File: src/rtl/simple_pkg.sv
// Shared constants and types for the SIMPLE 16-bit pipeline write-back stage.
package simple_pkg;

    localparam int DATA_W   = 16;
    localparam int RADDR_W  = 3;
    localparam int NUM_REGS = 1 << RADDR_W;
    localparam int CNT_W    = 16;

    typedef logic [DATA_W-1:0]  word_t;
    typedef logic [RADDR_W-1:0] reg_addr_t;
    typedef logic [CNT_W-1:0]   cnt_t;

endpackage

File: src/rtl/simple_writeback_if.sv
// Bus between the memory-access stage / register readers and the write-back stage.
interface simple_writeback_if;
    import simple_pkg::*;

    // Instruction arriving from the memory-access stage
    logic      wbValid;
    word_t     readOutData;
    word_t     aluResult;
    logic      memToReg;
    logic      WriteReg;
    reg_addr_t RegAddress;

    // Register read ports
    reg_addr_t rsAddr;
    reg_addr_t rtAddr;
    word_t     rsData;
    word_t     rtData;

    // Forwarding tap and retire counter
    logic      fwdValid;
    reg_addr_t fwdAddr;
    word_t     fwdData;
    cnt_t      retireCount;

    modport master (
        output wbValid, readOutData, aluResult, memToReg, WriteReg, RegAddress,
        output rsAddr, rtAddr,
        input  rsData, rtData, fwdValid, fwdAddr, fwdData, retireCount
    );

    modport slave (
        input  wbValid, readOutData, aluResult, memToReg, WriteReg, RegAddress,
        input  rsAddr, rtAddr,
        output rsData, rtData, fwdValid, fwdAddr, fwdData, retireCount
    );

endinterface

File: src/rtl/simple_regfile.sv
// 8x16 register file: one synchronous write port, two combinational read ports
// with write-through bypass so a reader sees the value being committed this cycle.
module simple_regfile
    import simple_pkg::*;
(
    input  logic      clock,
    input  logic      reset_n,
    input  logic      we,
    input  reg_addr_t waddr,
    input  word_t     wdata,
    input  reg_addr_t ra_addr,
    input  reg_addr_t rb_addr,
    output word_t     ra_data,
    output word_t     rb_data
);

    word_t                regs_reg [NUM_REGS];
    logic [NUM_REGS-1:0]  wr_sel;

    // One-hot write decode; every register is writable, none hardwired.
    generate
        for (genvar gi = 0; gi < NUM_REGS; gi++) begin : g_wr_sel
            assign wr_sel[gi] = we && (waddr == reg_addr_t'(gi));
        end
    endgenerate

    // Register storage: cleared on reset, otherwise the decoded entry takes wdata.
    always_ff @(posedge clock) begin
        if (!reset_n) begin
            for (int i = 0; i < NUM_REGS; i++) begin
                regs_reg[i] <= '0;
            end
        end else begin
            for (int i = 0; i < NUM_REGS; i++) begin
                if (wr_sel[i]) begin
                    regs_reg[i] <= wdata;
                end
            end
        end
    end

    // Read ports with same-cycle bypass of the pending write.
    always_comb begin
        ra_data = regs_reg[ra_addr];
        rb_data = regs_reg[rb_addr];
        if (we && (ra_addr == waddr)) begin
            ra_data = wdata;
        end
        if (we && (rb_addr == waddr)) begin
            rb_data = wdata;
        end
    end

endmodule

File: src/rtl/simple_writeback.sv
// Write-back stage: picks load data or ALU result, commits it to the register
// file, exposes a one-cycle forwarding tap and counts retired instructions.
module simple_writeback
    import simple_pkg::*;
(
    input  logic              clock,
    input  logic              reset_n,
    simple_writeback_if.slave bus
);

    logic      commit;
    word_t     wdata;
    logic      fwd_valid_reg;
    reg_addr_t fwd_addr_reg;
    word_t     fwd_data_reg;
    cnt_t      retire_reg;

    // Reset gates the commit so an in-flight instruction is discarded and the
    // read ports show stored values without bypass while reset is held.
    // The ternary keeps the unselected (possibly X) source out of wdata.
    always_comb begin
        commit = reset_n && bus.wbValid && bus.WriteReg;
        wdata  = bus.memToReg ? bus.readOutData : bus.aluResult;
    end

    simple_regfile u_regfile (
        .clock   (clock),
        .reset_n (reset_n),
        .we      (commit),
        .waddr   (bus.RegAddress),
        .wdata   (wdata),
        .ra_addr (bus.rsAddr),
        .rb_addr (bus.rtAddr),
        .ra_data (bus.rsData),
        .rb_data (bus.rtData)
    );

    // Forwarding tap: valid pulses for one cycle per commit, addr/data hold otherwise.
    always_ff @(posedge clock) begin
        if (!reset_n) begin
            fwd_valid_reg <= 1'b0;
            fwd_addr_reg  <= '0;
            fwd_data_reg  <= '0;
        end else begin
            fwd_valid_reg <= commit;
            if (commit) begin
                fwd_addr_reg <= bus.RegAddress;
                fwd_data_reg <= wdata;
            end
        end
    end

    // Retire counter: every valid WB cycle counts, including non-writing ones; wraps.
    always_ff @(posedge clock) begin
        if (!reset_n) begin
            retire_reg <= '0;
        end else if (bus.wbValid) begin
            retire_reg <= retire_reg + cnt_t'(1);
        end
    end

    assign bus.fwdValid    = fwd_valid_reg;
    assign bus.fwdAddr     = fwd_addr_reg;
    assign bus.fwdData     = fwd_data_reg;
    assign bus.retireCount = retire_reg;

endmodule

File: src/flat_wrapper.sv
// flat-port wrapper written by rule: the top's interface ports become plain ports
module simple_writeback_flat import simple_pkg::*;
  (clock, reset_n, bus_wbValid, bus_readOutData, bus_aluResult, bus_memToReg, bus_WriteReg, bus_RegAddress, bus_rsAddr, bus_rtAddr, bus_rsData, bus_rtData, bus_fwdValid, bus_fwdAddr, bus_fwdData, bus_retireCount);
  simple_writeback_if bus_i ();
  input  logic clock;
  input  logic reset_n;
  input wire logic [$bits(bus_i.wbValid)-1:0] bus_wbValid;
  input wire logic [$bits(bus_i.readOutData)-1:0] bus_readOutData;
  input wire logic [$bits(bus_i.aluResult)-1:0] bus_aluResult;
  input wire logic [$bits(bus_i.memToReg)-1:0] bus_memToReg;
  input wire logic [$bits(bus_i.WriteReg)-1:0] bus_WriteReg;
  input wire logic [$bits(bus_i.RegAddress)-1:0] bus_RegAddress;
  input wire logic [$bits(bus_i.rsAddr)-1:0] bus_rsAddr;
  input wire logic [$bits(bus_i.rtAddr)-1:0] bus_rtAddr;
  output wire logic [$bits(bus_i.rsData)-1:0] bus_rsData;
  output wire logic [$bits(bus_i.rtData)-1:0] bus_rtData;
  output wire logic [$bits(bus_i.fwdValid)-1:0] bus_fwdValid;
  output wire logic [$bits(bus_i.fwdAddr)-1:0] bus_fwdAddr;
  output wire logic [$bits(bus_i.fwdData)-1:0] bus_fwdData;
  output wire logic [$bits(bus_i.retireCount)-1:0] bus_retireCount;
  assign bus_i.wbValid = bus_wbValid;
  assign bus_i.readOutData = bus_readOutData;
  assign bus_i.aluResult = bus_aluResult;
  assign bus_i.memToReg = bus_memToReg;
  assign bus_i.WriteReg = bus_WriteReg;
  assign bus_i.RegAddress = bus_RegAddress;
  assign bus_i.rsAddr = bus_rsAddr;
  assign bus_i.rtAddr = bus_rtAddr;
  assign bus_rsData = bus_i.rsData;
  assign bus_rtData = bus_i.rtData;
  assign bus_fwdValid = bus_i.fwdValid;
  assign bus_fwdAddr = bus_i.fwdAddr;
  assign bus_fwdData = bus_i.fwdData;
  assign bus_retireCount = bus_i.retireCount;
  simple_writeback u_core (.clock(clock), .reset_n(reset_n), .bus(bus_i));
endmodule
File: config.mk
export PLATFORM = sky130hd
export DESIGN_NAME = simple_writeback_flat
export DESIGN_NICKNAME = d
export VERILOG_FILES = /design/src/rtl/simple_pkg.sv /design/src/rtl/simple_writeback_if.sv /design/src/rtl/simple_regfile.sv /design/src/rtl/simple_writeback.sv /design/src/flat_wrapper.sv
export SDC_FILE = /design/constraint.sdc
export NUM_CORES = 1
export LEC_CHECK = 0
export CORE_MARGIN = 2
export CORE_UTILIZATION = 60
export CTS_CLUSTER_DIAMETER = 100
export CTS_CLUSTER_SIZE = 16
export DETAILED_ROUTE_END_ITERATION = 10
export GPL_ROUTABILITY_DRIVEN = 1
export HOLD_SLACK_MARGIN = 0.03
export PLACE_DENSITY = 0.85
export SYNTH_ARGS = -nofsm -noshare
export SYNTH_HDL_FRONTEND = slang
export SYNTH_SLANG_ARGS = --single-unit
File: constraint.sdc
create_clock -name clock -period 7.37 [get_ports clock]
set_clock_uncertainty 0.05 [all_clocks]
set_input_delay 0.737 -clock clock [delete_from_list [all_inputs] [get_ports clock]]
set_output_delay 0.737 -clock clock [all_outputs]
set_load 0.01 [all_outputs]
Word level (Yosys, flattened, before mapping)
Memory sizes are Yosys's and may differ from the RTL's.
Cells that the tools add are included.
{ "op_classes": {"n_addsub": 1, "mul": 0, "div": 0, "order_cmp": 0, "eq_ne": 9, "shifts": 0, "muxes": 36, "bitwise": 8, "n_reduce_logical": 13} }
{ "ops": {"columns": ["cell", "n"], "rows": [
  ["$mux W16", 11],
  ["$mux W1", 25],
  ["$add A16 B1 Y16 const B", 1],
  ["$eq A3 B3 Y1 const B", 4],
  ["$logic_and A1 B1 Y1", 12],
  ["$or A1 B1 Y1", 8],
  ["$eq A3 B2 Y1 const B", 2],
  ["$eq A3 B3 Y1", 2],
  ["$eq A3 B1 Y1 const B", 1],
  ["$logic_not A3 Y1", 1]
]} }
{ "totals": {"reg_bits": 36, "latchBits": 0, "ramBits": 128, "romBits": 0, "in_bits": 46, "elab_cells": 72, "n_memories": 1} }
{ "memory_table": {"columns": ["name", "words", "word_bits", "read_ports", "rd_clocked_by_memory_dff", "wr", "line_no", "rtl"], "rows": [
  ["u_core.u_regfile.regs_reg", 8, 16, 2, 0, 8, "simple_regfile.sv:17", "word_t regs_reg [NUM_REGS];"]
]} }

Depth between registers and ports, before layout
Gate-level depths: netlist (run 1).
{ "logic_depth": {"word_depth": 7, "depth_mapped": 7, "mapped_depth_nobuf": 5} }

Modules after synthesis
A second synthesis (run 1) with hierarchy kept.
{ "unflattened": {"cells_unflattened": 635, "area_unflattened_um2": 8713.4} }
{ "modules_own_cells": {"columns": ["mod", "n_inst", "cells_per_inst", "area_per_inst_um2", "seq_area_each_um2"], "rows": [
  ["simple_regfile", 1, 446, 7116.8, 3843.7],
  ["simple_writeback", 1, 189, 1596.5, 720.7]
]} }

Worst setup path before layout (run 1)
Ideal clock, no wire load.
{ "synth_timing": {"path_kind": "in2reg", "startpoint": "input bus_wbValid", "endpoint": "memory u_core.u_regfile.regs_reg[6][0] (netlist bit) (enable)", "setup_time_ns": 0.414, "t_arrival_ns": 2.516, "required_time_ns": 6.906, "setup_slack_ns": 4.390, "path_stages": 4, "cell_sequence": "buf_4 > nand3_2 > buf_4 > o31ai_1"} }
{ "synth_lines": {"columns": ["element", "line_no", "rtl"], "rows": [
  ["start: declaration", "flat_wrapper.sv:7", "input wire logic [$bits(bus_i.wbValid)-1:0] bus_wbValid;"],
  ["end: declaration", "simple_regfile.sv:17", null]
]} }

Worst setup path after layout (run 1)
{ "layout_timing": {"startpoint": "input reset_n", "endpoint": "output bus_rsData[13]"} }
{ "layout_via": {"elab_chain_cells": 4} }
{ "layout_rtl": {"columns": ["element", "line_no", "rtl"], "rows": [
  ["start: declaration", "flat_wrapper.sv:6", "input logic reset_n;"],
  ["$logic_and A1 B1 Y1 (2 in series)", "simple_writeback.sv:22", "commit = reset_n && bus.wbValid && bus.WriteReg;"],
  ["$logic_and A1 B1 Y1", "simple_regfile.sv:46", "if (we && (ra_addr == waddr)) begin"],
  ["$mux W16", "simple_regfile.sv:46", null],
  ["end: declaration", "flat_wrapper.sv:15", "output wire logic [$bits(bus_i.rsData)-1:0] bus_rsData;"]
]} }
No other way between the ends.

==> results of run 1 <==
## per-stage QoR
stage	utilization, %	setup WS, ps	total power, W	hold WS [ps]
3_5_place_dp	69.7	2700	0.00146	387
6_report	74.2	2650	0.00236	404
5_1_grt	74.2	2560	0.00242	429
4_1_cts	74.2	2690	0.00236	405
2_1_floorplan	-	4390	0.00131	417
3_3_place_gp	69.7	2780	0.00145	385
## kinds of logic (layout without fill, tap and decap cells)
| kind of cell | Yosys count | count (layout) | share of synthesized area [%] |
|---|---|---|---|
| AO/OA/AOI/OAI | 93 | 93 | 8.42 |
| XOR/XNOR | 17 | 17 | 1.75 |
| adder cells (fa/ha/maj) | 1 | 1 | 0.147 |
| buffers and inverters | 50 | 164 | 4.04 |
| flip-flops | 164 | 164 | 53.6 |
| multiplexers | 81 | 81 | 18.9 |
| AND/OR/NAND/NOR | 221 | 221 | 13.1 |
## tightest hold or removal path, cell delays in order (launching register included)
cell and delay [ps]:
dfxtp_1 310, nand2_1 50, o21ai_1 50
## synth_stat cells (3+ instances only)
library cell	n	share of area [%]
edfxtp_1	128	45
nor2_1	97	4.3
mux4_2	64	17
nor2b_1	50	3.7
dfxtp_1	36	8.5
nand2_1	36	1.6
a21oi_1	32	1.9
a211oi_2	28	4.1
buf_2	17	1.0
mux2i_1	17	2.0
clkbuf_1	12	0.53
o21ai_1	12	0.71
xor2_1	11	1.1
and2_1	10	0.73
buf_4	8	0.71
o21ai_0	8	0.47
xnor2_1	6	0.62
a211oi_1	4	0.35
buf_12	4	0.94
clkbuf_4	4	0.35
nand3_2	4	0.47
nand4_1	4	0.29
nor4_1	4	0.29
or3_1	4	0.29
a21boi_1	3	0.26
buf_6	3	0.40
## power groups by stage
stage          Combinational [W]  Sequential [W]  Clock (W)
4_1_cts                 0.000365         0.00108   0.000910
5_1_grt                 0.000387         0.00109   0.000949
2_1_floorplan           0.000219         0.00109          0
6_report                0.000367         0.00108   0.000911
3_5_place_dp            0.000362         0.00110          0
3_3_place_gp            0.000356         0.00109          0
## how the worst min path moves through the flow
stage                                 from                     end  slack (ps)
floorplan            u_core.bus.fwdAddr[0]   u_core.bus.fwdAddr[0]         420
global placement     u_core.bus.fwdAddr[0]   u_core.bus.fwdAddr[0]         380
detailed placement   u_core.bus.fwdAddr[0]   u_core.bus.fwdAddr[0]         390
CTS                  u_core.bus.fwdAddr[0]   u_core.bus.fwdAddr[0]         400
global route        u_core.bus.fwdData[15]  u_core.bus.fwdData[15]         430
finish              u_core.bus.fwdData[15]  u_core.bus.fwdData[15]         400
## final cells by class
cell class,instances,area (um^2),area share (%)
clock buffer,22,517,5.02
clock inverter,10,108,1.04
inverter,2,10.0,0.0972
multi-input combinational,413,3630,35.2
sequential,164,4560,44.3
tap,180,225,2.19
timing repair buffer,130,1250,12.1
## metal layers
metal / global-route usage, % / vias to the layer above / routed length [um] / part of all wire, %
li1: - / 2568 / - / -
met1: 38.4 / 2929 / 7490 / 35
met2: 47.5 / 390 / 11000 / 52
met3: 7.56 / 36 / 2320 / 11
met4: 11.2 / 0 / 456 / 2.1
met5: 0 / - / 0 / 0
## layout by cell type, fill, tap and decap left out, types with 8 or more instances in the layout
cell,n
xor2_1,11
and2_1,10
a21oi_1,32
edfxtp_1,128
nor2b_1,50
mux4_2,64
buf_4,17
o21ai_0,8
nor2_1,97
clkbuf_16,19
o21ai_1,11
mux2i_1,17
a211oi_2,28
dfxtp_1,36
nand2_1,36
clkdlybuf4s50_1,111
==> reports/results.ini, run 1 <==
[run_status]
outcome = complete, no violations

[cells_and_area]
nets = 775
final_cell_area_um2 = 10300
diodes = 0
syn_to_final_growth_pct = 20.9
fill_cells = 880
largest_reg_flops = 128
drive_gt1_share_pct = 21.3
final_cells = 921

[worst_setup_path]
r2r_start = u_core.bus.retireCount[3]
crit_family = buffers and inverters
slowest_delay_ps = 590
reg2reg_slack_ps = 5620
worstPathCellList = clkdlybuf4s50_1, buf_4, nand3_2, nor4_4, buf_4, a211oi_2, a21oi_1, clkdlybuf4s50_1
path_buf_inv = 4
cp.depth = 8
cp.arrival_ps = 3940
crit_slowest_cell = clkdlybuf4s50_1
worstPathMaxFanout = 43
crit_path_start_kind = input pin
worst-r2r-cell-count = 4
end_kind = output port
worstSetupPathType = input pin to output port
worstSetupEndpoint = bus_rsData[13]
reg2reg_to = u_core.bus.retireCount[14]
cp-startpoint = reset_n
required_ps = 6580

[power_and_ir_drop]
powerDensity_nw_per_um2 = 229
combPwrFrac_pct = 15.5
p_int_w = 0.00178
p_clk_share_pct = 38.6
seq_power_share_pct = 45.9
ir_drop_uv = 182
power.net_switching_w = 0.000581
p_leak_nw = 3.58
swShare_pct = 24.6

[synth]
synth_nets = 674
ys_ff_latch = 164
synth_edf_count = 128
synthFlopType = edfxtp_1
yosysSeqAreaShare_pct = 53.6
async_flop_share_pct = 0
netlist_area_um2 = 8520
yosys_warnings = 0
synth_cells = 627
avgSynthCellArea_um2 = 13.6
yosys.cell_types.count = 43

[clock_network]
clkLatencyLatePin_ps = 430
cts_made_buffers = 17
postCtsSetupBuffers = 0
cts_resized = 0
ctsRootBufferMaster = clkbuf_16
cts_num_sinks = 164
clockBufferDepth = 2
cts_hold_buf = 0
h-tree-depth = 4
cts_tree = done
clkTransAtPathRegs_ps = 60

[grt]
antenna_found_initial = 0
grt_pass1_wl_um = 32300
grt_pass1_vias = 5953
overflow = 0
grt_max_degree = 44
grtUsageTotal_pct = 29.3

[die]
start_util_pct = 61.4
fp.dieH_um = 123
io_pins = 114
fp.dieW_um = 123
core_area_um2 = 13900
rows = 43
die_area_um2 = 15200

[route]
vias_per_cell = 6.43
remaining_drc_errors = 0
drt-wirelength-per-cell_um = 23.1
ant_nets = 0
vias = 5923
drt_iter0_drc = 567
drt_wl_total_um = 21300
first_pass_iters = 4

[sta]
tns_ps = 0
period_needed_ps = 4720
final_hold_viol_count = 0
max_freq_mhz = 212
finalMaxSlewViolations = 0
setup-violations-final = 0
worstMarginPinSlew_ps = 1190
slew_headroom_pct = 18.2
finalCritPeriodShare_pct = 64.1
rsz0062_at_grt = no

[placed_design]
dpl.hpwl_um = 13800
placed_cells = 889
place_area_um2 = 9670
gp_congestion = 0.902
port_buffers = 113

[hold_path]
holdPathStages = 2
hold_path.class = register to register

[run]
maxCapViolCount = 0

Note: power is estimated with default switching activity, not from simulation.
==> run 2, diff against run 1 <==
--- a/config.mk
+++ b/config.mk
@@ -6,13 +6,13 @@
 export NUM_CORES = 1
 export LEC_CHECK = 0
 export CORE_MARGIN = 2
-export CORE_UTILIZATION = 60
+export CORE_UTILIZATION = 50
 export CTS_CLUSTER_DIAMETER = 100
 export CTS_CLUSTER_SIZE = 16
 export DETAILED_ROUTE_END_ITERATION = 10
 export GPL_ROUTABILITY_DRIVEN = 1
 export HOLD_SLACK_MARGIN = 0.03
-export PLACE_DENSITY = 0.85
+export PLACE_DENSITY = 0.75
 export SYNTH_ARGS = -nofsm -noshare
 export SYNTH_HDL_FRONTEND = slang
 export SYNTH_SLANG_ARGS = --single-unit
==> constraint.sdc (replaced) <==
create_clock -name clock -period 4 [get_ports clock]
set_clock_uncertainty 0.05 [all_clocks]
set_input_delay 0.4 -clock clock [delete_from_list [all_inputs] [get_ports clock]]
set_output_delay 0.4 -clock clock [all_outputs]
set_load 0.01 [all_outputs]
==> run 2 against run 1 <==
Effect of this change: count of clock-buffer cells in the layout down 1; cell area rose by 1.6%; non-clock buffer count up 20; core utilization is 11 points lower; power up 79%; worst setup slack worse by 1900 ps; critical path type unchanged; critical endpoint is now bus_rtData[1]; largest power group unchanged; highest routed layer unchanged.
==> reports/results.ini, run 2 (synthesized netlist as in run 1, its figures left out) <==
[clock_network]
cts_num_sinks = 164  ; unchanged
h-tree-depth = 4  ; unchanged
cts_made_buffers = 17  ; unchanged
postCtsSetupBuffers = 0  ; unchanged
cts_resized = 0  ; unchanged
clkLatencyLatePin_ps = 430  ; about the same
clkTransAtPathRegs_ps = 60  ; about the same
cts_hold_buf = 0  ; unchanged
clockBufferDepth = 2  ; unchanged
ctsRootBufferMaster = clkbuf_16
cts_tree = done

[worst_setup_path]
r2r_start = u_core.bus.retireCount[3]
cp.arrival_ps = 2800  ; -1140 ps
worstPathCellList = clkdlybuf4s50_1, buf_4, nand3_2, buf_4, nor4_4, buf_12, a211oi_2, a21oi_1, clkdlybuf4s50_1
slowest_delay_ps = 580  ; about the same
crit_family = buffers and inverters
required_ps = 3550  ; -3030 ps
reg2reg_to = u_core.bus.retireCount[11]
worstPathMaxFanout = 32  ; -26%
path_buf_inv = 5  ; +1
crit_slowest_cell = clkdlybuf4s50_1
crit_path_start_kind = input pin
worstSetupPathType = input pin to output port
end_kind = output port
reg2reg_slack_ps = 2250  ; -3370 ps
worst-r2r-cell-count = 4  ; unchanged

[cells_and_area]
drive_gt1_share_pct = 23.1  ; +1.8 points
final_cell_mix = 128 x edfxtp_1, 111 x clkdlybuf4s50_1, 97 x nor2_1
final_common_cell = edfxtp_1
diodes = 0  ; unchanged
utilization_pct = 62.9  ; -11 points
largest_reg_flops = 128  ; unchanged
final_cells = 981  ; +6.5%
nets = 795  ; +2.6%
syn_to_final_growth_pct = 22.9
fill_cells = 1194  ; +36%

[sta]
setup-violations-final = 0  ; unchanged
finalMaxSlewViolations = 0  ; unchanged
finalCritPeriodShare_pct = 81.2
tns_ps = 0  ; unchanged
max_freq_mhz = 308
period_needed_ps = 3250
slew_headroom_pct = 32.0  ; +14 points
final_hold_viol_count = 0  ; unchanged
worstMarginPinSlew_ps = 1020  ; -175 ps
rsz0062_at_grt = no

[die]
fp.dieH_um = 135  ; +9.2%
core_area_um2 = 16600  ; +20%
io_pins = 114  ; unchanged
fp.dieW_um = 135  ; +9.2%
start_util_pct = 51.2  ; -10 points
rows = 47  ; +9.3%
die_area_um2 = 18100  ; +19%

[power_and_ir_drop]
total_power_w = 0.00422  ; +79%
ir_drop_uv = 283  ; +56%
powerDensity_nw_per_um2 = 404  ; +76%
p_leak_nw = 3.65  ; +2.0%

[placed_design]
port_buffers = 113  ; unchanged
dpl.hpwl_um = 14700  ; +6.2%
gp_congestion = 0.859  ; -4.7%
placed_cells = 949  ; +6.7%

[route]
first_pass_iters = 5  ; +1
remaining_drc_errors = 0  ; unchanged
vias_per_cell = 6.03  ; -6.2%
vias = 5918  ; -0.084%
drt-wirelength-per-cell_um = 22.8  ; -1.3%
ant_nets = 0  ; unchanged
drt_iter0_drc = 548  ; -3.4%
drt_wl_total_um = 22400  ; +5.1%

[grt]
grt_max_degree = 43  ; -2.3%
grtUsageTotal_pct = 25.8  ; -3.5 points
grt-busiest-layer = met2
grt_pass1_vias = 6167  ; +3.6%
antenna_found_initial = 0  ; unchanged
overflow = 0  ; unchanged
grt_pass1_wl_um = 34900  ; +8.1%
grt_util_met3_pct = 5.52  ; -2.0 points
grt_use_met2_pct = 43.2  ; -4.2 points
met1_usage_pct = 34.0  ; -4.5 points

[hold_path]
min_from = u_core.bus.fwdAddr[0]
holdPathStages = 2  ; unchanged
whs_endpoint = u_core.bus.fwdAddr[0]
hold_path.class = register to register

[run_status]
outcome = complete, no violations

[run]
maxCapViolCount = 0  ; unchanged

-- run 2: cell types whose count changed in the layout (fill, tap and decap cells not counted), sizes merged --
cell,delta
clkinv,+2
clkinvlp,+1
inv,-1
bufinv,-1
buf,+20
clkbuf,-1
-- run 2: worst max path at each step --
| stage | to | from | cells after the start |
|---|---|---|---|
| after global placement | bus_rtData[15] | bus_rtAddr[1] | 7 |
| after CTS | bus_rtData[11] | bus_rtAddr[1] | 7 |
| after global routing | bus_rtData[15] | bus_wbValid | 9 |
| after detailed placement | bus_rtData[11] | bus_rtAddr[1] | 7 |
| final | bus_rtData[1] | bus_wbValid | 9 |
| after floorplan | u_core.u_regfile.regs_reg[6][0] | bus_wbValid | 4 |
-- run 2: area by class of cell --
type                       count  area (um^2)  area share (%)
sequential                   164         4560            43.6
multi-input combinational    413         3610            34.5
timing repair buffer         150         1450            13.8
clock buffer                  21          482            4.60
tap                          220          275            2.63
clock inverter                11         72.6           0.693
inverter                       2         10.0          0.0956
-- run 2: power by group --
part	switching, W	internal [W]
combinational	0.000331	0.000358
sequential	0.0000532	0.00194
clock	0.000675	0.000864
-- run 2: through the flow --
| step | hold slack [ps] | cell area, um^2 | worst slack (ps) |
|---|---|---|---|
| 3_3_place_gp | 387 | 9910 | 781 |
| 6_report | 395 | 10500 | 752 |
| 4_1_cts | 401 | 10500 | 760 |
| 3_5_place_dp | 392 | 9910 | 760 |
| 2_1_floorplan | 417 | 8520 | 1360 |
| 5_1_grt | 411 | 10500 | 656 |
-- run 2: tightest hold or removal path, stage by stage, from the launching register on --
cell,delay [ps]
dfxtp_1,310
nand2_1,50
nand2_1,40
-- run 2: metal layers --
| metal | up-vias | wire [um] | share of wire, % |
|---|---|---|---|
| li1 | 2611 | - | - |
| met1 | 2969 | 8750 | 39 |
| met2 | 297 | 11500 | 51 |
| met3 | 41 | 1640 | 7.3 |
| met4 | 0 | 492 | 2.2 |
| met5 | - | 0 | 0 |
==> variant 1 (flow settings as in run 2) <==
`DATA_W`: 16 -> 12.
--- a/src/rtl/simple_pkg.sv
+++ b/src/rtl/simple_pkg.sv
@@ -1,7 +1,7 @@
 // Shared constants and types for the SIMPLE 16-bit pipeline write-back stage.
 package simple_pkg;
 
-    localparam int DATA_W   = 16;
+    localparam int DATA_W   = 12;
     localparam int RADDR_W  = 3;
     localparam int NUM_REGS = 1 << RADDR_W;
     localparam int CNT_W    = 16;
Ports: changed (5 resized); port bits go from 114 to 94. No check against the original RTL was run, so the function may have changed too.
==> variant 1 against run 2 <==
Power shrank 12%. Design area decreased by 19%. Setup slack got worse by 0.13 ns. Synthesized area is 21% lower. Global-route usage shrank 0.31 points. Sequential cell count is 36 lower. Wire length is 21% lower. Clock power up 7%. Largest cell class unchanged. Sequential share of layout area down 2.0 points. Count of clock-buffer cells in the layout increased by 5.
==> variant 1: results <==
export IMPL_grt_start_max_net_pins=39
export IMPL_largest_register_ff_count=96
export IMPL_min_from="u_core.bus.fwdData[6]"
export IMPL_synth_adder_area_share_pct=0.186
export IMPL_synth_cells=500
export IMPL_post_synthesis_xor_xnor_area_fraction_pct=2.35
export IMPL_dp_hpwl_mm=11.8
export IMPL_regToRegStartpoint="u_core.bus.retireCount[2]"
export IMPL_hold_end="u_core.bus.fwdData[6]"
export IMPL_ys_seq_area_share_pct=52.5
export IMPL_outcome="finished clean"
export IMPL_critical_path_peak_fanout=24
export IMPL_worst_slew_margin_rel_pct=52.2
export IMPL_io_buffers=93
export IMPL_postPlaceCellArea_um2=7830
export IMPL_cp_arrival_ns=2.93
export IMPL_max_vdd_ir_drop_v=0.000245
export IMPL_number_of_nets_in_the_final_layout=646
export IMPL_dp_cells=764
export IMPL_static_leakage_power_nw=3.07
export IMPL_synth_compound_area_share_pct=7.49
export IMPL_finalHoldWorstSlack_ns=0.400
export IMPL_detailedRoute_firstIterationViolations=359
export IMPL_grt_pass1_vias=4929
export IMPL_synth_enable_flop_cells=96
export IMPL_syn_nets=539
export IMPL_synth_area_mux_share_pct=19.0
export IMPL_drive_gt1_share_pct=18.9
export IMPL_groute_usage_overall_pct=25.5
export IMPL_reg2reg_to="u_core.bus.retireCount[15]"
export IMPL_route_vias_total=4774
export IMPL_grt_pass1_wl_mm=26.8
export IMPL_register_to_register_path_setup_slack_ns=2.35
export IMPL_synth_area_leaders="sky130_fd_sc_hd__edfxtp_1 (43%), sky130_fd_sc_hd__mux4_2 (11%), sky130_fd_sc_hd__dfxtp_1 (9.5%)"
export IMPL_critPathMaxStageDelay_ns=0.70
export IMPL_viasPerCell=6.00
export IMPL_routabilityCongestion=0.873
## variant 1: where the power goes
| group | internal (W) | leakage [nW] | switching, W | total (W) |
|---|---|---|---|---|
| logic | 0.000274 | 1.58 | 0.000256 | 0.000530 |
| registers | 0.00151 | 1.18 | 0.0000397 | 0.00155 |
| clock network | 0.00108 | 0.316 | 0.000565 | 0.00165 |
| total | 0.00287 | 3.07 | 0.000861 | 0.00373 |
## variant 1: cell type report
type / count / area [um^2]
fill: 973 / 4720
sequential: 128 / 3520
multi-input combinational: 331 / 2880
timing repair buffer: 125 / 1200
clock buffer: 26 / 554
tap: 176 / 220
clock inverter: 6 / 85.1
inverter: 4 / 15.0
## variant 1: cell families (layout without fill, tap and decap cells)
group	after synthesis	in the layout
muxes	62	62
xor gates and xnor gates	18	18
adders and majority gates	1	1
and+or+nand+nor	181	181
buffers and inverters	41	161
AOI/OAI and AO/OA	69	69
DFF	128	128
## variant 1: worst max path at each step
stage | end | depth (start not counted) | slack [ns]
global route | bus_rtData[11] | 7 | 0.48
detailed placement | bus_rtData[1] | 7 | 0.65
floorplan | u_core.u_regfile.regs_reg[7][0] | 5 | 1.72
global placement | bus_rtData[11] | 7 | 0.76
CTS | bus_rtData[1] | 7 | 0.63
finish | bus_rtData[1] | 7 | 0.62
## variant 1: routing by layer
metal / up-vias / share of wire [%] / track usage (%)
met3: 59 / 6.2 / 4.61
met5: - / 0 / 0
met2: 235 / 51 / 43.4
met1: 2370 / 37 / 29.2
met4: 0 / 6.2 / 17.8
li1: 2110 / - / -
## variant 1: critical path, delay by kind of cell
family          cells  cell delay [ns]
buf+inv             3             1.61
simple gates        2             0.65
compound gates      2             0.26
## variant 1: through the flow
step | power (W) | setup WS, ns | utilization (%)
2_1_floorplan | 0.00187 | 1.72 | -
3_3_place_gp | 0.00208 | 0.756 | 59.4
3_5_place_dp | 0.00210 | 0.648 | 59.4
4_1_cts | 0.00373 | 0.634 | 64.2
5_1_grt | 0.00383 | 0.485 | 64.2
6_report | 0.00373 | 0.623 | 64.2
==> variant 2 (settings of run 2) <==
Without the edit above. Make the reset (`reset_n`) asynchronous in 3 clocked blocks.
--- a/src/rtl/simple_regfile.sv
+++ b/src/rtl/simple_regfile.sv
@@ -25,7 +25,7 @@
     endgenerate
 
     // Register storage: cleared on reset, otherwise the decoded entry takes wdata.
-    always_ff @(posedge clock) begin
+    always_ff @(posedge clock or negedge reset_n) begin
         if (!reset_n) begin
             for (int i = 0; i < NUM_REGS; i++) begin
                 regs_reg[i] <= '0;
--- a/src/rtl/simple_writeback.sv
+++ b/src/rtl/simple_writeback.sv
@@ -36,7 +36,7 @@
     );
 
     // Forwarding tap: valid pulses for one cycle per commit, addr/data hold otherwise.
-    always_ff @(posedge clock) begin
+    always_ff @(posedge clock or negedge reset_n) begin
         if (!reset_n) begin
             fwd_valid_reg <= 1'b0;
             fwd_addr_reg  <= '0;
@@ -51,7 +51,7 @@
     end
 
     // Retire counter: every valid WB cycle counts, including non-writing ones; wraps.
-    always_ff @(posedge clock) begin
+    always_ff @(posedge clock or negedge reset_n) begin
         if (!reset_n) begin
             retire_reg <= '0;
         end else if (bus.wbValid) begin
Behaviour: differs if reset_n is asserted again (counterexample within 4 cycles, from zero or initial values and one cycle with reset_n low); with reset_n held inactive, the same outputs for 4 cycles.
==> variant 2 against run 2 <==
Count of clock-buffer cells in the layout unchanged. Fmax decreased by 3.9%. Register-to-register slack better by 0.09 ns. Synthesized area is 1.6% higher. Wire length is 4.0% lower. Final cell count grew 9.4%. Setup slack worse by 0.13 ns. Sequential cell count stayed put. Design area up 0.79%. Critical path type unchanged.
Power is not compared: it rests on default switching activity, and its combinational part moved more than twofold at a synthesized area within 25%.
==> variant 2: results <==
export IMPL_outcome="finished clean"
export IMPL_wl_per_cell_um=20.0
export IMPL_critPathMaxStageDelay_ns=0.65
export IMPL_number_of_nets_in_the_final_layout=883
export IMPL_dp_hpwl_mm=13.9
export IMPL_cp_arrival_ns=2.93
export IMPL_synth_area_per_cell_um2=11.7
export IMPL_register_to_register_path_setup_slack_ns=2.34
export IMPL_synth_cells_most_frequent="sky130_fd_sc_hd__dfrtp_1 (164), sky130_fd_sc_hd__nor2_1 (119), sky130_fd_sc_hd__a21oi_1 (112)"
export IMPL_ys_seq_area_share_pct=47.4
export IMPL_critical_path_peak_fanout=16
export IMPL_post_synth_num_cell_types=33
export IMPL_post_synth_top_area_cell="sky130_fd_sc_hd__dfrtp_1"
export IMPL_detailedRoute_firstIterationViolations=570
export IMPL_dp_worst_setup_slack_ns=0.611
export IMPL_grt_start_max_net_pins=85
export IMPL_routabilityCongestion=0.809
export IMPL_viasPerCell=5.86
export IMPL_setup_ws_ns=0.620
export IMPL_syn_nets=789
export IMPL_hold_removal_path_class="in -> async"
export IMPL_grt_pass1_wl_mm=33.8
export IMPL_groute_usage_overall_pct=24.5
export IMPL_drive_gt1_share_pct=19.1
export IMPL_grt_pass1_vias=6396
## variant 2: metrics by stage
stage | cells | utilization, % | hold slack (ns) | cell area, um^2 | power, W
CTS | 1073 | 61.6 | 0.328 | 10500 | 0.00567
global placement | 1041 | 58.0 | 0.205 | 9920 | 0.00385
floorplan | 742 | - | 0.0544 | 8650 | 0.00326
detailed placement | 1041 | 58.0 | 0.210 | 9920 | 0.00395
finish | 1073 | 61.6 | 0.327 | 10500 | 0.00565
global route | 1073 | 61.6 | 0.347 | 10500 | 0.00593
## variant 2: worst reg2reg max path: stages, from the launching register on
cell	delay (ns)
sky130_fd_sc_hd__dfrtp_1	0.42
sky130_fd_sc_hd__ha_1	0.21
sky130_fd_sc_hd__nand4_2	0.12
sky130_fd_sc_hd__or2_1	0.33
sky130_fd_sc_hd__nor3_1	0.25
sky130_fd_sc_hd__xor2_1	0.19
## variant 2: cell type report
type                       count  area share, %
tap                          225           2.67
inverter                       3          0.154
multi-input combinational    501           39.1
clock buffer                  21           4.36
timing repair buffer         149           13.3
clock inverter                10           1.47
sequential                   164           38.9
## variant 2: cells by family after synthesis
kind of cell,count (synthesis),synth area share [%]
adders and majority gates,1,0.145
xor gates and xnor gates,21,2.13
muxes,145,26.1
AOI/OAI and AO/OA,144,9.03
DFF,164,47.4
and+or+nand+nor,190,10.2
buffers and inverters,77,5.05
## variant 2: timing repair
item                                   CTS  global route
endpoints found under the hold margin   18             0
setup endpoints to repair                0             0
buffers inserted                         0             0
hold buffers                             1             0
## variant 2: where the power goes
group,switching (W),total (W),leakage (nW),internal (W)
combinational,0.000689,0.00159,2.36,0.000904
clock,0.000645,0.00171,0.299,0.00107
sequential,0.000304,0.00234,2.01,0.00204
## variant 2: path summary, 6_finish.rpt
kind	start	cells after the start	to
max	bus_RegAddress[2]	5	bus_rtData[14]
min	reset_n	2	u_core.u_regfile.regs_reg[112]
max reg2reg	u_core.bus.retireCount[0]	5	u_core.bus.retireCount[12]
min reg2reg	u_core.bus.retireCount[15]	1	u_core.bus.retireCount[15]
max in group asynchronous	reset_n	4	u_core.u_regfile.regs_reg[59]
min in group clock	u_core.bus.retireCount[15]	1	u_core.bus.retireCount[15]
## variant 2: per-layer routing
| layer | vias up | wire, um | share of wire (%) | GRT usage, % |
|---|---|---|---|---|
| met4 | 0 | 483 | 2.3 | 10.0 |
| met3 | 49 | 1550 | 7.2 | 4.41 |
| met5 | - | 0 | 0 | 0 |
| met2 | 289 | 11000 | 51 | 41.4 |
| li1 | 2831 | - | - | - |
| met1 | 3121 | 8430 | 39 | 31.6 |
